File: src/rtl/conv_mac_engine_pkg.sv
// Shared types and constants for the convolution MAC engine and its accelerator neighbours.
package conv_mac_engine_pkg;

  localparam int AcclDataWidth   = 32;
  localparam int NumFilterCoeffs = 9;
  localparam int AcclFracBits    = 16;
  localparam int AcclAccWidth    = 72;

  typedef logic signed [AcclDataWidth-1:0] AcclDataType;

  typedef enum logic [1:0] {MAC_IDLE, MAC_RUN, MAC_ROUND, MAC_HOLD} MacStateType;

endpackage

File: src/rtl/conv_round_sat.sv
// Rounds a Q-format accumulator half toward +inf, drops FRAC_BITS and saturates to DATA_W.
module conv_round_sat
  import conv_mac_engine_pkg::*;
#(
  parameter int ACC_W     = AcclAccWidth,
  parameter int DATA_W    = AcclDataWidth,
  parameter int FRAC_BITS = AcclFracBits
) (
  input  logic signed [ACC_W-1:0]  acc_i,
  output logic signed [DATA_W-1:0] result_o
);

  localparam logic signed [ACC_W-1:0] HALF = ACC_W'(1) << (FRAC_BITS - 1);

  logic signed [ACC_W-1:0] sum;
  logic signed [ACC_W-1:0] shifted;
  logic [ACC_W-DATA_W:0]   hi;

  assign sum     = acc_i + HALF;
  assign shifted = sum >>> FRAC_BITS;
  // The value fits when every bit above the result's sign bit copies it.
  assign hi      = shifted[ACC_W-1:DATA_W-1];

  always_comb begin
    result_o = shifted[DATA_W-1:0];
    if (!((&hi) || (~|hi))) begin
      if (shifted[ACC_W-1]) result_o = {1'b1, {(DATA_W-1){1'b0}}};
      else                  result_o = {1'b0, {(DATA_W-1){1'b1}}};
    end
  end

endmodule

File: src/rtl/conv_mac_engine.sv
// Single-multiplier signed dot product over one pixel window, one tap per cycle,
// with a rounded and saturated result on a valid/ready output.
module conv_mac_engine
  import conv_mac_engine_pkg::*;
#(
  parameter int DATA_W    = AcclDataWidth,
  parameter int NUM_TAPS  = NumFilterCoeffs,
  parameter int FRAC_BITS = AcclFracBits,
  parameter int ACC_W     = AcclAccWidth
) (
  input  logic                       clk,
  input  logic                       rst,
  input  logic                       clear_i,
  input  logic                       start_i,
  input  logic [NUM_TAPS*DATA_W-1:0] coeff_i,
  input  logic [NUM_TAPS*DATA_W-1:0] pixel_i,
  output logic                       busy_o,
  output logic                       start_drop_o,
  output logic [DATA_W-1:0]          result_o,
  output logic                       result_valid_o,
  input  logic                       result_ready_i,
  output MacStateType                state_o
);

  localparam int TAP_W = (NUM_TAPS > 1) ? $clog2(NUM_TAPS) : 1;
  localparam logic [TAP_W-1:0] LAST_TAP = TAP_W'(NUM_TAPS - 1);

  // Handshake: the result transfers on a rising clk edge where result_valid_o and
  // result_ready_i are both high; valid and data never change while waiting for ready.

  MacStateType                state_q, state_d;
  logic [TAP_W-1:0]           tap_q, tap_d;
  logic signed [ACC_W-1:0]    acc_q, acc_d;
  logic [NUM_TAPS*DATA_W-1:0] coeff_q, coeff_d, pixel_q, pixel_d;
  logic [DATA_W-1:0]          result_q, result_d;
  logic                       valid_q, valid_d;
  logic                       drop;

  logic signed [2*DATA_W-1:0] prod;
  logic signed [ACC_W-1:0]    prod_ext;
  logic signed [DATA_W-1:0]   rounded;

  // Snapshots shift down one tap per MAC cycle, so tap k always sits in the low slice.
  assign prod     = $signed(coeff_q[DATA_W-1:0]) * $signed(pixel_q[DATA_W-1:0]);
  assign prod_ext = {{(ACC_W-2*DATA_W){prod[2*DATA_W-1]}}, prod};

  conv_round_sat #(
    .ACC_W    (ACC_W),
    .DATA_W   (DATA_W),
    .FRAC_BITS(FRAC_BITS)
  ) u_round_sat (
    .acc_i   (acc_q),
    .result_o(rounded)
  );

  always_comb begin
    state_d  = state_q;
    tap_d    = tap_q;
    acc_d    = acc_q;
    coeff_d  = coeff_q;
    pixel_d  = pixel_q;
    result_d = result_q;
    valid_d  = valid_q;
    drop     = 1'b0;
    unique case (state_q)
      MAC_IDLE: begin
        if (start_i) begin
          coeff_d = coeff_i;
          pixel_d = pixel_i;
          acc_d   = '0;
          tap_d   = '0;
          state_d = MAC_RUN;
        end
      end
      MAC_RUN: begin
        drop    = start_i;
        acc_d   = acc_q + prod_ext;
        coeff_d = coeff_q >> DATA_W;
        pixel_d = pixel_q >> DATA_W;
        if (tap_q == LAST_TAP) state_d = MAC_ROUND;
        else                   tap_d   = tap_q + 1'b1;
      end
      MAC_ROUND: begin
        drop     = start_i;
        result_d = rounded;
        valid_d  = 1'b1;
        state_d  = MAC_HOLD;
      end
      MAC_HOLD: begin
        if (result_ready_i) begin
          valid_d = 1'b0;
          if (start_i) begin
            coeff_d = coeff_i;
            pixel_d = pixel_i;
            acc_d   = '0;
            tap_d   = '0;
            state_d = MAC_RUN;
          end else begin
            state_d = MAC_IDLE;
          end
        end else begin
          drop = start_i;
        end
      end
      default: state_d = MAC_IDLE;
    endcase
  end

  always_ff @(posedge clk) begin
    if (rst || clear_i) begin
      state_q  <= MAC_IDLE;
      tap_q    <= '0;
      acc_q    <= '0;
      coeff_q  <= '0;
      pixel_q  <= '0;
      result_q <= '0;
      valid_q  <= 1'b0;
    end else begin
      state_q  <= state_d;
      tap_q    <= tap_d;
      acc_q    <= acc_d;
      coeff_q  <= coeff_d;
      pixel_q  <= pixel_d;
      result_q <= result_d;
      valid_q  <= valid_d;
    end
  end

  assign busy_o         = (state_q != MAC_IDLE);
  assign start_drop_o   = drop && !(rst || clear_i);
  assign result_o       = result_q;
  assign result_valid_o = valid_q;
  assign state_o        = state_q;

endmodule
File: config.mk
export PLATFORM = sky130hd
export DESIGN_NAME = conv_mac_engine
export DESIGN_NICKNAME = d
export VERILOG_FILES = /design/src/rtl/conv_mac_engine_pkg.sv /design/src/rtl/conv_round_sat.sv /design/src/rtl/conv_mac_engine.sv
export SDC_FILE = /design/constraint.sdc
export NUM_CORES = 2
export LEC_CHECK = 0
export CORE_AREA = 2 2 381 383
export DETAILED_ROUTE_END_ITERATION = 12
export DIE_AREA = 0 0 383 385
export DONT_BUFFER_PORTS = 1
export PLACE_DENSITY = 0.71
export REMOVE_ABC_BUFFERS = 1
export SKIP_LAST_GASP = 1
export SYNTH_ARGS = -nofsm -noshare
export SYNTH_HDL_FRONTEND = slang
export SYNTH_SLANG_ARGS = --single-unit
File: constraint.sdc
create_clock -name clk -period 12.4 [get_ports clk]
set_clock_uncertainty 0.15 [all_clocks]
set_input_delay 1.24 -clock clk [delete_from_list [all_inputs] [get_ports clk]]
set_output_delay 1.24 -clock clk [all_outputs]
set_load 0.01 [all_outputs]
Word level (Yosys, flattened, before mapping). Cells that the tools add are included.

Add/subtract/negate cells: 3. $mul: 1. Eq/ne operators: 8. Mux-type cells: 24. Reductions and logical operators: 16.

Operators by type and width (number): one-hot mux 288 bit (3 select lines) (2); 2-to-1 mux 288 bit (4); one-hot mux 72 bit (3 select lines) (1); 2-to-1 mux 72 bit (2); adder 72 x 17 -> 72 bit (second input constant) (1); adder 72 x 64 -> 72 bit (1); multiplier 32 x 32 -> 64 bit (1); 2-to-1 mux 32 bit (2); AND reduction 25 bit (1); OR reduction 25 bit (1); 2-to-1 mux 4 bit (3); one-hot mux 4 bit (3 select lines) (1); != test 2 bit (second input constant) (4); one-hot mux 2 bit (4 select lines) (1); 2-to-1 mux 2 bit (3); AND reduction 3 bit (2); adder 4 x 1 -> 4 bit (second input constant) (1); == test 2 bit (second input constant) (2); == test 4 bit (second input constant) (1); one-hot mux 1 bit (2 select lines) (2); AND reduction 2 bit (2); nonzero test 2 bit (2); 2-to-1 mux 1 bit (3); nonzero test 3 bit (1); 6 further kinds (8).

Flip-flop bits (word level): 687. Input bits: 581. Output and inout bits: 37. Word-level logic and storage cells: 59.

Depth between registers and ports, before layout.
Depth in word-level cells: 5. Mapped depth: 31. Mapped depth without buffers: 29.

By module. From an unflattened synthesis, not the netlist that was laid out.

Cells, all modules: 7773. Area, all modules: 71853.9 um^2.

Modules (own cells, without submodules): conv_mac_engine (instances 1, cells an instance 7520, area an instance 70108.5 um^2, sequential area each 13753.2 um^2); conv_round_sat (instances 1, cells an instance 253, area an instance 1745.4 um^2, sequential area each 0.0 um^2).

Worst setup path before layout. OpenSTA, ideal clock, no wires.

Kind: register -> register. Start: register pixel_q[0]. End: register acc_q[65]. Setup time: 64 ps. Arrival time: 9071 ps. Data required time: 12186 ps. Setup slack: 3115 ps. Stages on the path, launching flop included: 27. Path buffers: 2. Period minus slack after synthesis: 9285 ps. Path through: dfxtp_1 -> clkbuf_1 -> nand2_1 -> fa_1 -> fa_1 -> inv_1 -> fa_1 -> inv_1 -> fa_1 -> inv_1 -> fa_1 -> fa_1 -> fa_1 -> inv_1 -> fa_1 -> inv_1 -> ha_1 -> clkbuf_1 -> nand2_1 -> or4_4 -> nor2_1 -> nand4_1 -> a22o_1 -> o41ai_4 -> a31oi_2 -> or4_1 -> nand3_1.

Longest elaborated chain between the ends: 3.

Ends and longest elaborated chain: start, declared (line conv_mac_engine.sv:34) `logic [NUM_TAPS*DATA_W-1:0] coeff_q, coeff_d, pixel_q, pixel_d;`; start signal, assigned (line conv_mac_engine.sv:123) `pixel_q <= pixel_d;`; multiplier 32 x 32 -> 64 bit (line conv_mac_engine.sv:44) `assign prod = $signed(coeff_q[DATA_W-1:0]) * $signed(pixel_q[DATA_W-1:0]);`; adder 72 x 64 -> 72 bit (line conv_mac_engine.sv:77) `acc_d = acc_q + prod_ext;`; one-hot mux 72 bit (3 select lines) (line conv_mac_engine.sv:65) `unique case (state_q)`; end signal, assigned (line conv_mac_engine.sv:113) `acc_q <= '0;`; end signal, assigned (line conv_mac_engine.sv:121) `acc_q <= acc_d;`; end, declared (line conv_mac_engine.sv:33) `logic signed [ACC_W-1:0] acc_q, acc_d;`.

No other way between the ends. A chain may end at the register's enable or synchronous reset.

Final worst setup path.
Start: register pixel_q[11]. End: register acc_q[64].

The elaborated chain is that of the path after synthesis.

==> reports/metrics.csv <==
metric,value,unit
full die area,147000,um2
cells on worst reg2reg path,27,
fillcell total,13000,
Max Cap Violations,0,
Avg Vias per Cell,5.57,
"Power, Total",6.97,mW
Clock Sinks,687,
P per Cell Area,92.4,nW/um2
"Distinct cells, synth",74,
CTS resizes,0,
first-pass GRT wire length,326000,um
reg2reg setup slack,3.03,ns
IO Count,618,
Max Slew Vio Count,0,
setup bufs post-CTS,0,
DIE WIDTH,383,um
height of the die,385,um
Num CTS Buffers,79,
Final Hold Vio Count,0,
Placer Congestion,0.971,
post-cts hold buffer count,0,
PortBufs,0,
"commonest non-fill, non-tap cells in the layout","1,310 x inv_1, 1,283 x fa_1, 908 x nand2_1",
Worst-Margin Slew,1.26,ns
CP max stage cell,fa_1,
CP Launch Type,flop,
register area,13800,um2
layout cells sized above 1,3.46,%
status,"complete, no violations",
first-pass iteration count of the detailed router,6,
cell repeated most along the worst path,fa_1,
Min-Delay Path Class,reg -> reg,
CTS H-Tree Depth,3,
data required time of the critical path,12.80,ns
crit path DAT,9.77,ns
register area share after synthesis,19.3,%
Ys Warns,0,
"EDFF count, synth",0,
Seq pwr share,34.5,%
Async SR Flop Fraction,0,%
final setup fails,0,
Sw Pwr,2.52,mW
Main synth FF type,dfxtp_1,
Rel. slew slack,15.5,%
Skew-Pair Late Insertion Delay,0.75,ns
Leak,33.0,nW
multi-input logic area,50800,um2
P_int,4.44,mW
hold path cells,2,
Total GRT Usage,28.8,%
CP endpoint kind,flop,
grt total ovfl,0,
Syn-to-layout area delta,5.64,%
core area,143000,um2
vias,52200,
synthesized cell area,71300,um2
Longest Clk Path Bufs,3,
Initial Util,49.8,%
fin crit period,9.37,ns
final WL,209000,um
number of DRC markers in iteration 0,3786,
CTS Root Cell,clkbuf_16,
clock slew seen by the registers of the worst setup and hold paths,0.06,ns
critical path class,reg -> reg,
Max VDD drop,112,uV
drc violations,0,
row count,139,
crit-path max cell delay,0.89,ns
Fmax achieved,107,MHz
switching fraction of total power,36.2,%
largest net degree at the start of global routing,256,
"Period Utilization, post-route",75.6,%
Routed wire per std cell,22.3,um
Clock power frac,34.7,%
hpwl dp,166000,um
Cells after Synth,7727,
"commonest non-fill, non-tap cell in the layout",inv_1,
Comb pwr share,30.8,%
crit path max fanout,18,
Final nets,9501,
Routed Antenna Nets,0,
CTS tree,done,
RSZ-0062 raised after global routing,no,
initial antenna violation count,43,
vias in the first global route,54500,
Setup TNS,0,ns
syn avg cell area,9.23,um2
number of synthesized register bits,687,
==> cells by family after synthesis <==
group                    count (synthesis)  share of synthesized area (%)
AND/OR/NAND/NOR                       2120                           13.0
buffers and inverters                 1819                           9.62
adder cells (fa/ha/maj)               1527                           40.3
AO/OA/AOI/OAI                          938                           9.11
flip-flops                             687                           19.3
multiplexers                           516                           7.24
XOR/XNOR                               120                           1.47
==> Yosys cell counts, types with 32 or more instances <==
master / count / share of area (%)
fa_1: 1284 / 36
mux2i_1: 515 / 7.2
nand2_1: 909 / 4.8
a22oi_1: 37 / 0.39
nor2_1: 665 / 3.5
dfxtp_1: 687 / 19
and2_1: 266 / 2.3
nand4_1: 32 / 0.28
o21ai_0: 70 / 0.49
a211oi_1: 539 / 5.7
ha_1: 243 / 4.3
nand3_1: 117 / 0.82
inv_1: 1312 / 6.9
a21oi_1: 155 / 1.1
clkbuf_1: 486 / 2.6
xnor2_1: 89 / 1.1
nor2b_1: 39 / 0.34
==> power by group through the flow <==
stage               clock network (mW)  registers (mW)  logic, mW
global route                      2.55            2.41       2.39
global placement                     0            2.44       2.07
floorplan                            0            2.48       2.31
CTS                               2.47            2.40       2.13
finish                            2.42            2.40       2.15
detailed placement                   0            2.45       2.12
==> layout make-up <==
class / count / share of cell area [%]
Sequential cell: 687 / 18.3
Tap cell: 1903 / 3.16
Inverter: 1313 / 6.54
Clock inverter: 30 / 0.621
Multi-Input combinational cell: 5221 / 67.4
Clock buffer: 110 / 2.94
Antenna cell: 26 / 0.0863
Timing Repair Buffer: 91 / 1.02
==> metrics by stage <==
step           hold slack, ns  worst slack, ns  utilization (%)  instance area [um2]  std cells
6_report                0.299             3.03             52.7                75400       9381
3_5_place_dp            0.295             3.15             50.7                72600       9215
4_1_cts                 0.302             3.10             52.6                75300       9355
3_3_place_gp            0.288             3.32             50.7                72600       9215
2_1_floorplan           0.275           -81.96                -                69400       7221
5_1_grt                 0.320             2.60             52.6                75400       9377
==> path summary, 6_finish.rpt <==
check	from	endpoint
worst min-delay path	coeff_q[265]$_SDFFE_PN0P_	coeff_q[265]$_SDFFE_PN0P_
worst min register to register	coeff_q[265]$_SDFFE_PN0P_	coeff_q[265]$_SDFFE_PN0P_
worst max-delay path	pixel_q[11]$_SDFFE_PN0P_	acc_q[64]$_SDFFE_PN0P_
worst max register to register	pixel_q[11]$_SDFFE_PN0P_	acc_q[64]$_SDFFE_PN0P_
==> registers in the layout (all words and copies together), names as in the netlist <==
| name | cells |
|---|---|
| result_valid_o | 1 |
| pixel_q | 288 |
| result_o | 32 |
| tap_q | 4 |
| coeff_q | 288 |
| state_o | 2 |
| acc_q | 72 |
==> per-layer routing <==
metal	share of wire (%)	wire length, um	up-vias	GRT usage, %
met1	41	85900	26000	38.4
met3	10	21400	385	8.74
met4	3.5	7280	28	10.0
li1	-	-	23700	-
met5	0.081	170	-	0
met2	45	94500	2151	44.6
==> critical path: cells and delay by family, from the launching register on <==
kind,cells,cell delay [ns]
flops,1,0.79
compound gates,10,1.87
fa+ha+maj,9,5.07
buf+inv,6,0.96
simple gates,1,0.16
xor+xnor,1,0.17
(Power assumes the default switching activity.)
